<file path="config.mk">
export PLATFORM = sky130hd
export DESIGN_NAME = riscv_core_fetch_aligner
export DESIGN_NICKNAME = d
export VERILOG_FILES = /design/src/rtl/riscv_core_pkg.sv /design/src/rtl/riscv_core_aligner_out_reg.sv /design/src/rtl/riscv_core_fetch_aligner.sv
export SDC_FILE = /design/constraint.sdc
export NUM_CORES = 1
export LEC_CHECK = 0
export BUFFER_PORTS_ARGS = -buffer_cell sky130_fd_sc_hd__buf_2
export CAP_MARGIN = 20
export CORE_MARGIN = 10
export CORE_UTILIZATION = 35
export CTS_CLUSTER_DIAMETER = 200
export DETAILED_ROUTE_END_ITERATION = 8
export SYNTH_ARGS = -nofsm -noshare
export SYNTH_HDL_FRONTEND = slang
export SYNTH_SLANG_ARGS = --single-unit
</file>
<file path="constraint.sdc">
create_clock -name i_clk -period 2.01 [get_ports i_clk]
set_input_delay 0.1005 -clock i_clk [delete_from_list [all_inputs] [get_ports i_clk]]
set_output_delay 0.1005 -clock i_clk [all_outputs]
set_load 0.02 [all_outputs]
</file>
<file path="src/rtl/riscv_core_pkg.sv">
// rtl/riscv_core_pkg.sv - shared types and constants for the fetch aligner
// Parcel width, RVC opcode marker, aligner state encoding and XLEN default.
package riscv_core_pkg;

  localparam int XLEN_DEFAULT = 64;
  localparam int PARCEL_W = 16;
  localparam logic [1:0] RVC_OPCODE_FULL = 2'b11;

  typedef enum logic [1:0] {
    ALIGNED = 2'd0,
    HALF    = 2'd1,
    SKIP_LO = 2'd2,
    FAULT   = 2'd3
  } aligner_state_e;

  function automatic logic is_compressed(input logic [1:0] op);
    return op != RVC_OPCODE_FULL;
  endfunction

endpackage

</file>
<file path="src/rtl/riscv_core_aligner_out_reg.sv">
// rtl/riscv_core_aligner_out_reg.sv - single-entry registered instruction slot
// Holds {instr, pc, compressed, if_illegal} with valid/ready handshake and flush clear.
module riscv_core_aligner_out_reg
  import riscv_core_pkg::*;
#(
  parameter int XLEN = XLEN_DEFAULT
) (
  input  logic            i_clk,
  input  logic            i_rst,
  input  logic            i_flush,
  input  logic            i_load,
  input  logic            i_ready,
  input  logic [31:0]     i_instr,
  input  logic [XLEN-1:0] i_pc,
  input  logic            i_compressed,
  input  logic            i_if_illegal,
  output logic            o_valid,
  output logic [31:0]     o_instr,
  output logic [XLEN-1:0] o_pc,
  output logic            o_compressed,
  output logic            o_if_illegal
);

  always_ff @(posedge i_clk) begin
    if (i_rst) begin
      o_valid      <= 1'b0;
      o_instr      <= '0;
      o_pc         <= '0;
      o_compressed <= 1'b0;
      o_if_illegal <= 1'b0;
    end else begin
      if (i_flush) begin
        o_valid <= 1'b0;
      end else if (i_load) begin
        o_valid <= 1'b1;
      end else if (i_ready) begin
        o_valid <= 1'b0;
      end
      // payload only moves on a load so it stays stable while stalled
      if (i_load && !i_flush) begin
        o_instr      <= i_instr;
        o_pc         <= i_pc;
        o_compressed <= i_compressed;
        o_if_illegal <= i_if_illegal;
      end
    end
  end

endmodule

</file>
<file path="src/rtl/riscv_core_fetch_aligner.sv">
// rtl/riscv_core_fetch_aligner.sv - splits/joins 16-bit parcels into whole instructions
// RVC support (HALF/SKIP_LO states) is built only when RISCV_CORE_ALIGNER_RVC_EN is defined.
module riscv_core_fetch_aligner
  import riscv_core_pkg::*;
#(
  parameter int XLEN = XLEN_DEFAULT
) (
  input  logic            i_clk,
  input  logic            i_rst,
  input  logic            i_aligner_flush,
  input  logic [XLEN-1:0] i_aligner_flush_pc,
  input  logic            i_aligner_fetch_valid,
  output logic            o_aligner_fetch_ready,
  input  logic [31:0]     i_aligner_fetch_data,
  input  logic            i_aligner_fetch_fault,
  output logic            o_aligner_instr_valid,
  input  logic            i_aligner_instr_ready,
  output logic [31:0]     o_aligner_instr,
  output logic [XLEN-1:0] o_aligner_pc,
  output logic            o_aligner_compressed,
  output logic            o_aligner_if_illegal
);

  aligner_state_e  state, state_nxt;
  logic [XLEN-1:0] pc, pc_nxt;
  logic            slot_free;
  logic            accept;
  logic            emit;
  logic [31:0]     e_instr;
  logic [XLEN-1:0] e_pc;
  logic            e_comp;
  logic            e_ill;
  logic            unused_flush_lo;

`ifdef RISCV_CORE_ALIGNER_RVC_EN
  logic [PARCEL_W-1:0] hbuf, hbuf_nxt;
  logic [XLEN-1:0]     hbuf_pc, hbuf_pc_nxt;
  logic                hbuf_fault, hbuf_fault_nxt;
  logic                hbuf_c;
  logic                word_c;

  assign hbuf_c          = is_compressed(hbuf[1:0]);
  assign word_c          = is_compressed(i_aligner_fetch_data[1:0]);
  assign unused_flush_lo = i_aligner_flush_pc[0];
`else
  assign unused_flush_lo = ^i_aligner_flush_pc[1:0];
`endif

  assign slot_free = !o_aligner_instr_valid || i_aligner_instr_ready;
  assign accept    = i_aligner_fetch_valid && o_aligner_fetch_ready;

  always_comb begin
    o_aligner_fetch_ready = 1'b0;
    if (!i_aligner_flush) begin
      case (state)
        ALIGNED: o_aligner_fetch_ready = slot_free;
`ifdef RISCV_CORE_ALIGNER_RVC_EN
        HALF:    o_aligner_fetch_ready = hbuf_c ? 1'b0 : slot_free;
        SKIP_LO: o_aligner_fetch_ready = 1'b1;
`endif
        FAULT:   o_aligner_fetch_ready = 1'b1;
        default: o_aligner_fetch_ready = 1'b0;
      endcase
    end
  end

  always_comb begin
    state_nxt = state;
    pc_nxt    = pc;
    emit      = 1'b0;
    e_instr   = '0;
    e_pc      = pc;
    e_comp    = 1'b0;
    e_ill     = 1'b0;
`ifdef RISCV_CORE_ALIGNER_RVC_EN
    hbuf_nxt       = hbuf;
    hbuf_pc_nxt    = hbuf_pc;
    hbuf_fault_nxt = hbuf_fault;
`endif
    if (i_aligner_flush) begin
`ifdef RISCV_CORE_ALIGNER_RVC_EN
      pc_nxt         = {i_aligner_flush_pc[XLEN-1:1], 1'b0};
      state_nxt      = i_aligner_flush_pc[1] ? SKIP_LO : ALIGNED;
      hbuf_nxt       = '0;
      hbuf_pc_nxt    = '0;
      hbuf_fault_nxt = 1'b0;
`else
      pc_nxt    = {i_aligner_flush_pc[XLEN-1:2], 2'b00};
      state_nxt = ALIGNED;
`endif
    end else begin
      case (state)
        ALIGNED: begin
          if (accept) begin
            emit  = 1'b1;
            e_pc  = pc;
            e_ill = i_aligner_fetch_fault;
`ifdef RISCV_CORE_ALIGNER_RVC_EN
            if (word_c) begin
              e_instr        = {16'h0, i_aligner_fetch_data[15:0]};
              e_comp         = 1'b1;
              hbuf_nxt       = i_aligner_fetch_data[31:16];
              hbuf_pc_nxt    = pc + XLEN'(2);
              hbuf_fault_nxt = 1'b0;
              state_nxt      = HALF;
            end else begin
              e_instr = i_aligner_fetch_data;
              pc_nxt  = pc + XLEN'(4);
            end
`else
            e_instr = i_aligner_fetch_data;
            pc_nxt  = pc + XLEN'(4);
`endif
            if (i_aligner_fetch_fault) state_nxt = FAULT;
          end
        end
`ifdef RISCV_CORE_ALIGNER_RVC_EN
        HALF: begin
          if (hbuf_c) begin
            if (slot_free) begin
              emit      = 1'b1;
              e_instr   = {16'h0, hbuf};
              e_pc      = hbuf_pc;
              e_comp    = 1'b1;
              e_ill     = hbuf_fault;
              pc_nxt    = hbuf_pc + XLEN'(2);
              state_nxt = hbuf_fault ? FAULT : ALIGNED;
            end
          end else if (accept) begin
            // straddling instruction reports the PC of its first parcel
            emit        = 1'b1;
            e_instr     = {i_aligner_fetch_data[15:0], hbuf};
            e_pc        = hbuf_pc;
            e_ill       = i_aligner_fetch_fault || hbuf_fault;
            hbuf_nxt    = i_aligner_fetch_data[31:16];
            hbuf_pc_nxt = hbuf_pc + XLEN'(4);
            if (i_aligner_fetch_fault || hbuf_fault) state_nxt = FAULT;
          end
        end
        SKIP_LO: begin
          if (accept) begin
            hbuf_nxt       = i_aligner_fetch_data[31:16];
            hbuf_pc_nxt    = pc;
            hbuf_fault_nxt = i_aligner_fetch_fault;
            state_nxt      = HALF;
          end
        end
`endif
        default: ;
      endcase
    end
  end

  always_ff @(posedge i_clk) begin
    if (i_rst) begin
      state <= ALIGNED;
      pc    <= '0;
    end else begin
      state <= state_nxt;
      pc    <= pc_nxt;
    end
  end

`ifdef RISCV_CORE_ALIGNER_RVC_EN
  always_ff @(posedge i_clk) begin
    if (i_rst) begin
      hbuf       <= '0;
      hbuf_pc    <= '0;
      hbuf_fault <= 1'b0;
    end else begin
      hbuf       <= hbuf_nxt;
      hbuf_pc    <= hbuf_pc_nxt;
      hbuf_fault <= hbuf_fault_nxt;
    end
  end
`endif

  riscv_core_aligner_out_reg #(.XLEN(XLEN)) u_out_reg (
    .i_clk        (i_clk),
    .i_rst        (i_rst),
    .i_flush      (i_aligner_flush),
    .i_load       (emit),
    .i_ready      (i_aligner_instr_ready),
    .i_instr      (e_instr),
    .i_pc         (e_pc),
    .i_compressed (e_comp),
    .i_if_illegal (e_ill),
    .o_valid      (o_aligner_instr_valid),
    .o_instr      (o_aligner_instr),
    .o_pc         (o_aligner_pc),
    .o_compressed (o_aligner_compressed),
    .o_if_illegal (o_aligner_if_illegal)
  );

endmodule
</file>
# Word-level counts from Yosys, hierarchy flattened
# Index checks and enable logic that the tools add are counted.
dict set report op_classes {
  n_addsub 1
  n_eq_ne 1
  muxes 16
  n_reduce_logical 13
}
# op count
set ops {}
lappend ops {{$mux W64} 3}
lappend ops {{$mux W32} 3}
lappend ops {{$add A64 B3 Y64 const B} 1}
lappend ops {{$mux W1} 9}
lappend ops {{$reduce_bool A2 Y1} 3}
lappend ops {{$reduce_and A2 Y1} 2}
lappend ops {{$reduce_and A3 Y1} 1}
lappend ops {{$eq A2 B2 Y1 const B} 1}
lappend ops {{$logic_and A1 B1 Y1} 2}
lappend ops {{$logic_not A1 Y1} 2}
lappend ops {{$logic_not A2 Y1} 1}
lappend ops {{$pmux W1 S2} 1}
lappend ops {{$reduce_or A2 Y1} 1}
lappend ops {{$logic_or A1 B1 Y1} 1}
dict set report totals {
  regBits 163
  in_bits 102
  elab_cells 38
}

# Longest topological paths before layout
dict set report logic_depth {
  ltp_word 9
  ltp_mapped 7
  ltp_nobuf 6
}

# Modules after synthesis
# A second synthesis with hierarchy kept.
dict set report hier_totals {
  hier_cells 985
  area_unflattened_um2 8674.6
}
# mod instances cells_each area_each_um2 seq_area_each_um2
set modules_own_cells {}
lappend modules_own_cells {riscv_core_aligner_out_reg 1 452 4573.1 1981.9}
lappend modules_own_cells {riscv_core_fetch_aligner 1 533 4101.4 1261.2}

# Least setup slack after synthesis
# No wires, ideal clock.
dict set report synth_timing {
  path_kind {reg-to-reg}
  startpoint {register pc[2]}
  endpoint {register pc[56]}
  setup_time_ns 0.062
  arrival_ns 2.098
  required_ns 1.948
  setup_slack_ns -0.149
  path_stages_with_launch 7
  synth_period_minus_slack_ns 2.159
  cell_sequence {dfxtp_1 ha_1 nand2_1 or4_1 or3_1 or4_1 nand3_1}
}
dict set report synth_between {
  elab_chain_cells 4
}
# element line_no
set synth_rtl {}
lappend synth_rtl {{from (decl)} riscv_core_fetch_aligner.sv:25} ;# logic [XLEN-1:0] pc, pc_nxt;
lappend synth_rtl {{from (signal assigned)} riscv_core_fetch_aligner.sv:160} ;# pc <= pc_nxt;
lappend synth_rtl {{$add A64 B3 Y64} riscv_core_fetch_aligner.sv:112} ;# pc_nxt = pc + XLEN'(4);
lappend synth_rtl {{$mux W64} riscv_core_fetch_aligner.sv:94} ;# if (accept) begin
lappend synth_rtl {{$mux W64} riscv_core_fetch_aligner.sv:92} ;# case (state)
lappend synth_rtl {{$mux W64} riscv_core_fetch_aligner.sv:80} ;# if (i_aligner_flush) begin
# No other way between the ends. The select of a mux whose other input is x is not followed.
# A chain may end at the register's enable or synchronous reset.

# Worst setup path in the final report
dict set report layout_timing {
  startpoint {register pc[22]}
  endpoint {register pc[51]}
}
# Same word-level chain as after synthesis.

==> run summary <==
The flow ran to the end, but the final reports show violations. The final reports fail on setup timing. Per report_power, the sequential group accounts for 41.7% of the total. The top cell type by area accounts for 44.3% of the synthesized area. The clock tree skew after final layout is 0.0137 ns, and the H-tree depth reported by CTS is 4. Dividing the detail-routed wire length by the instance count gives 17.1 µm. In the synthesized netlist, the number of instances is 934. Combinational group share of total power: 13.9%. The tools report the initial antenna violation count as 2. For the maximum number of buffers from clock root to sink, the log shows 2. The worst pin sits at a relative slew slack of 61.4%. Dividing the detail-routed via count by the number of cells gives 5.17.

Across all layers, the routed design uses 8217 vias. For the arrival time reported for the critical path endpoint, the log shows 2.43 ns. The routed design has 27.1 mm of wire. The clock transition time at the flip-flop clock pins of the worst setup and hold paths is 0.07 ns.

The count of unique library cells instantiated by Yosys came out at 52. The worst-case IR drop observed on VDD is 0.627 mV. The final count of hold timing violations is 0. The tree built by TritonCTS fans out to 159 sinks.

The mean area per synthesized cell came out at 7.69 µm². The tools report the startpoint type of the worst setup path as a flop. Entering global routing, the biggest net connects 73 pins.

The final-report setup violation count is 9, and the fraction of layout cells with a size suffix above 1 is 33.5%. The design draws 8200 µW. The tools report the CTS root buffer as sky130_fd_sc_hd__clkbuf_16. The initial utilization of the core area, before any placement, comes to 35.5%. The tools report the via count of the first global-routing pass as 8129. The source-to-sink clock delay at the later pin of the worst-skew pair is 0.44 ns, and the post-place setup slack is -0.151 ns.

Setup repair after global routing could not meet its margin everywhere. The kind of critical path was reg -> reg. For this block, the initial DRC count from the detailed router was 510. The placer's final routability congestion estimate was 0.837.

STA puts the critical path data required time at 2.34 ns. The net count of the finished layout is 1406. The width of the die is 163 µm. Once detailed placement completed, the half-perimeter wirelength came to 18.8 mm. Fill cells in the final layout number 1863. After routing, the total negative slack on setup checks comes to -0.363 ns. The wire length of the first global-routing pass was 42.3 mm; the ratio of final minimum period to clock period was 104%.

The total global routing track utilization came out at 19.6%. The synthesized design contains 159 register bits. Sorting the synthesized cells by how often they occur yields 232 x sky130_fd_sc_hd__nand2_1, 159 x sky130_fd_sc_hd__dfxtp_1, 108 x sky130_fd_sc_hd__a21oi_1, 60 x sky130_fd_sc_hd__nor2_1, 54 x sky130_fd_sc_hd__clkbuf_1. The cell area power density came out at 728 mW/mm². The total net switching power is 2090 µW, and the flop-to-flop setup slack is -0.09 ns. The min-delay analysis places its worst path in the category in -> reg.

For the standard cell core area, the log shows 0.0202 mm². For this run, design rule violations remaining after detail routing come to 0. For this run the aggregate overflow at the end of global routing stands at 0. Yosys attributes the largest share of cell area to sky130_fd_sc_hd__dfxtp_1 44%, sky130_fd_sc_hd__nand2_1 12%, sky130_fd_sc_hd__a21oi_1 7.5%.

Registers take 0.00321 mm². The run gives 55.7% as the final design utilization. Most repeated cell in the gate-level netlist after synthesis: sky130_fd_sc_hd__nand2_1.

For the pin with the worst max-slew slack, the measured transition is 0.579 ns. The power share of the clock group is 44.4%, and the area growth from synthesis to layout is 56.8%. The die extent in y works out to 163 µm. During I/O placement, the number of pins put on the boundary was 202.

The tools report the worst setup slack after layout as -0.0855 ns. The most used flip-flop cell after synthesis is sky130_fd_sc_hd__dfxtp_1. The highest net fanout along the worst path works out to 8. The number of flops mapped to enable cells by yosys is 0. Max-cap violations in this run came to 0.

TritonCTS built the clock tree. Subtracting the final worst setup slack from the clock period gives 2.10 ns. For the area taken by multi-input logic gates, the log shows 0.00405 mm². The run gives 0 as the post-detailed-route count of antenna-violating nets. The count of buffers from port buffering came out at 196.

The max-slew violation count is 0. The logs give 0.0267 mm² for the area of the die and 52 for the number of rows in the core area. The proportion of synthesized chip area in sequential cells is 44.3%, and the count of yosys warnings during synthesis is 0. Net switching is 25.5% of the power. The maximum frequency from static timing analysis is 0.477 GHz, and the number of detailed-route iterations in the first pass is 6. Of all flip-flops after synthesis, the portion carrying an async set or reset was 0%. The worst setup path is captured at a flop.

Reported leakage power: 0.00462 µW. The number of buffers inserted during clock tree synthesis was 17. The synthesized design spends more area on one cell type than any other, namely sky130_fd_sc_hd__dfxtp_1. The netlist area before placement was 0.00719 mm²; the cell-internal power was 6110 µW.
==> power groups by stage <==
stage          logic (µW)  registers (µW)  clock network (µW)
2_1_floorplan         404            3580                   0
3_3_place_gp          966            3470                   0
3_5_place_dp          973            3480                   0
4_1_cts              1110            3410                3720
5_1_grt              1240            3440                3850
6_report             1140            3420                3640
==> state kept, by name, summed over array words and instances, names as in the netlist <==
| name | cells |
|---|---|
| u_out_reg.o_instr | 32 |
| pc | 62 |
| state | 1 |
| u_out_reg.o_valid | 1 |
| u_out_reg.o_if_illegal | 1 |
| u_out_reg.o_pc | 62 |
==> kinds of logic after synthesis <==
| group | Yosys count | share of synthesized area (%) |
|---|---|---|
| and+or+nand+nor | 459 | 30.0 |
| AOI/OAI and AO/OA | 204 | 17.7 |
| DFF | 159 | 44.3 |
| buffers and inverters | 85 | 4.68 |
| xor gates and xnor gates | 23 | 2.80 |
| muxes | 2 | 0.296 |
| adders and majority gates | 1 | 0.174 |
| other | 1 | 0.0522 |
==> cell type report <==
| type | count | area share [%] |
|---|---|---|
| tap | 270 | 3.00 |
| clock buffer | 19 | 4.02 |
| timing repair buffer | 416 | 26.0 |
| sequential | 159 | 28.5 |
| multi-input combinational | 692 | 36.0 |
| antenna | 3 | 0.0666 |
| clock inverter | 12 | 1.83 |
| inverter | 17 | 0.578 |
==> worst paths after layout <==
path,startpoint,to,cells after the start
worst max register to register,pc[22]$_SDFFE_PP0P_,pc[51]$_SDFFE_PP0P_,8
worst max-delay path,pc[22]$_SDFFE_PP0P_,pc[51]$_SDFFE_PP0P_,8
worst min register to register,u_out_reg.o_pc[60]$_SDFFE_PP0P_,u_out_reg.o_pc[60]$_SDFFE_PP0P_,2
worst min-delay path,i_aligner_flush_pc[25],pc[25]$_SDFFE_PP0P_,3
==> worst max-delay path, stage by stage, from the launching register on <==
cell and delay [ns]:
sky130_fd_sc_hd__dfxtp_2 0.34, sky130_fd_sc_hd__nand4_1 0.11, sky130_fd_sc_hd__buf_6 0.15, sky130_fd_sc_hd__nor3_2 0.21
sky130_fd_sc_hd__nand4_1 0.14, sky130_fd_sc_hd__buf_6 0.16, sky130_fd_sc_hd__buf_12 0.13, sky130_fd_sc_hd__or4_1 0.50
sky130_fd_sc_hd__a311oi_1 0.26
==> layout by cell type, fill, tap and decap left out, types with 8 or more instances in the layout <==
cell / instances
sky130_fd_sc_hd__a211oi_1: 19
sky130_fd_sc_hd__a311oi_1: 19
sky130_fd_sc_hd__or4_1: 13
sky130_fd_sc_hd__dlygate4sd3_1: 83
sky130_fd_sc_hd__buf_6: 8
sky130_fd_sc_hd__a21oi_1: 108
sky130_fd_sc_hd__nand4_1: 32
sky130_fd_sc_hd__buf_2: 196
sky130_fd_sc_hd__and2_1: 10
sky130_fd_sc_hd__nor2_1: 58
sky130_fd_sc_hd__dfxtp_2: 22
sky130_fd_sc_hd__o21ai_0: 14
sky130_fd_sc_hd__xor2_1: 12
sky130_fd_sc_hd__nor3_1: 10
sky130_fd_sc_hd__nand2_1: 230
sky130_fd_sc_hd__clkbuf_16: 17
sky130_fd_sc_hd__xnor2_1: 11
sky130_fd_sc_hd__or3_1: 19
sky130_fd_sc_hd__nand3_1: 21
sky130_fd_sc_hd__buf_4: 125
sky130_fd_sc_hd__o31ai_1: 13
sky130_fd_sc_hd__dfxtp_1: 137
sky130_fd_sc_hd__inv_1: 16
==> per-stage QoR <==
step | hold WS [ns] | instances | instance area (µm²)
after global routing | 0.0225 | 1587 | 11300
final | 0.0299 | 1588 | 11300
after CTS | 0.0106 | 1581 | 11000
after detailed placement | 0.347 | 1456 | 9230
after global placement | 0.341 | 1456 | 9230
after floorplan | 0.237 | 936 | 7210
==> timing repair <==
item | 4_1_cts | 5_1_grt
endpoints found under the setup margin | 22 | 39
resized for setup | 37 | 52
pin swaps | 26 | 24
hold buffers | 83 | 0
setup buffers | 9 | 4
gates cloned | 2 | 0
endpoints found under the hold margin | 84 | 0
==> layer usage <==
layer / wire (µm) / track usage (%) / part of all wire [%] / vias to the layer above
met2: 13300 / 32.2 / 49 / 244
met1: 11500 / 24.1 / 42 / 3884
met3: 1530 / 4.51 / 5.7 / 53
met5: 0 / 0 / 0 / -
li1: - / - / - / 4036
met4: 812 / 8.48 / 3.0 / 0
(Power assumes the default switching activity.)
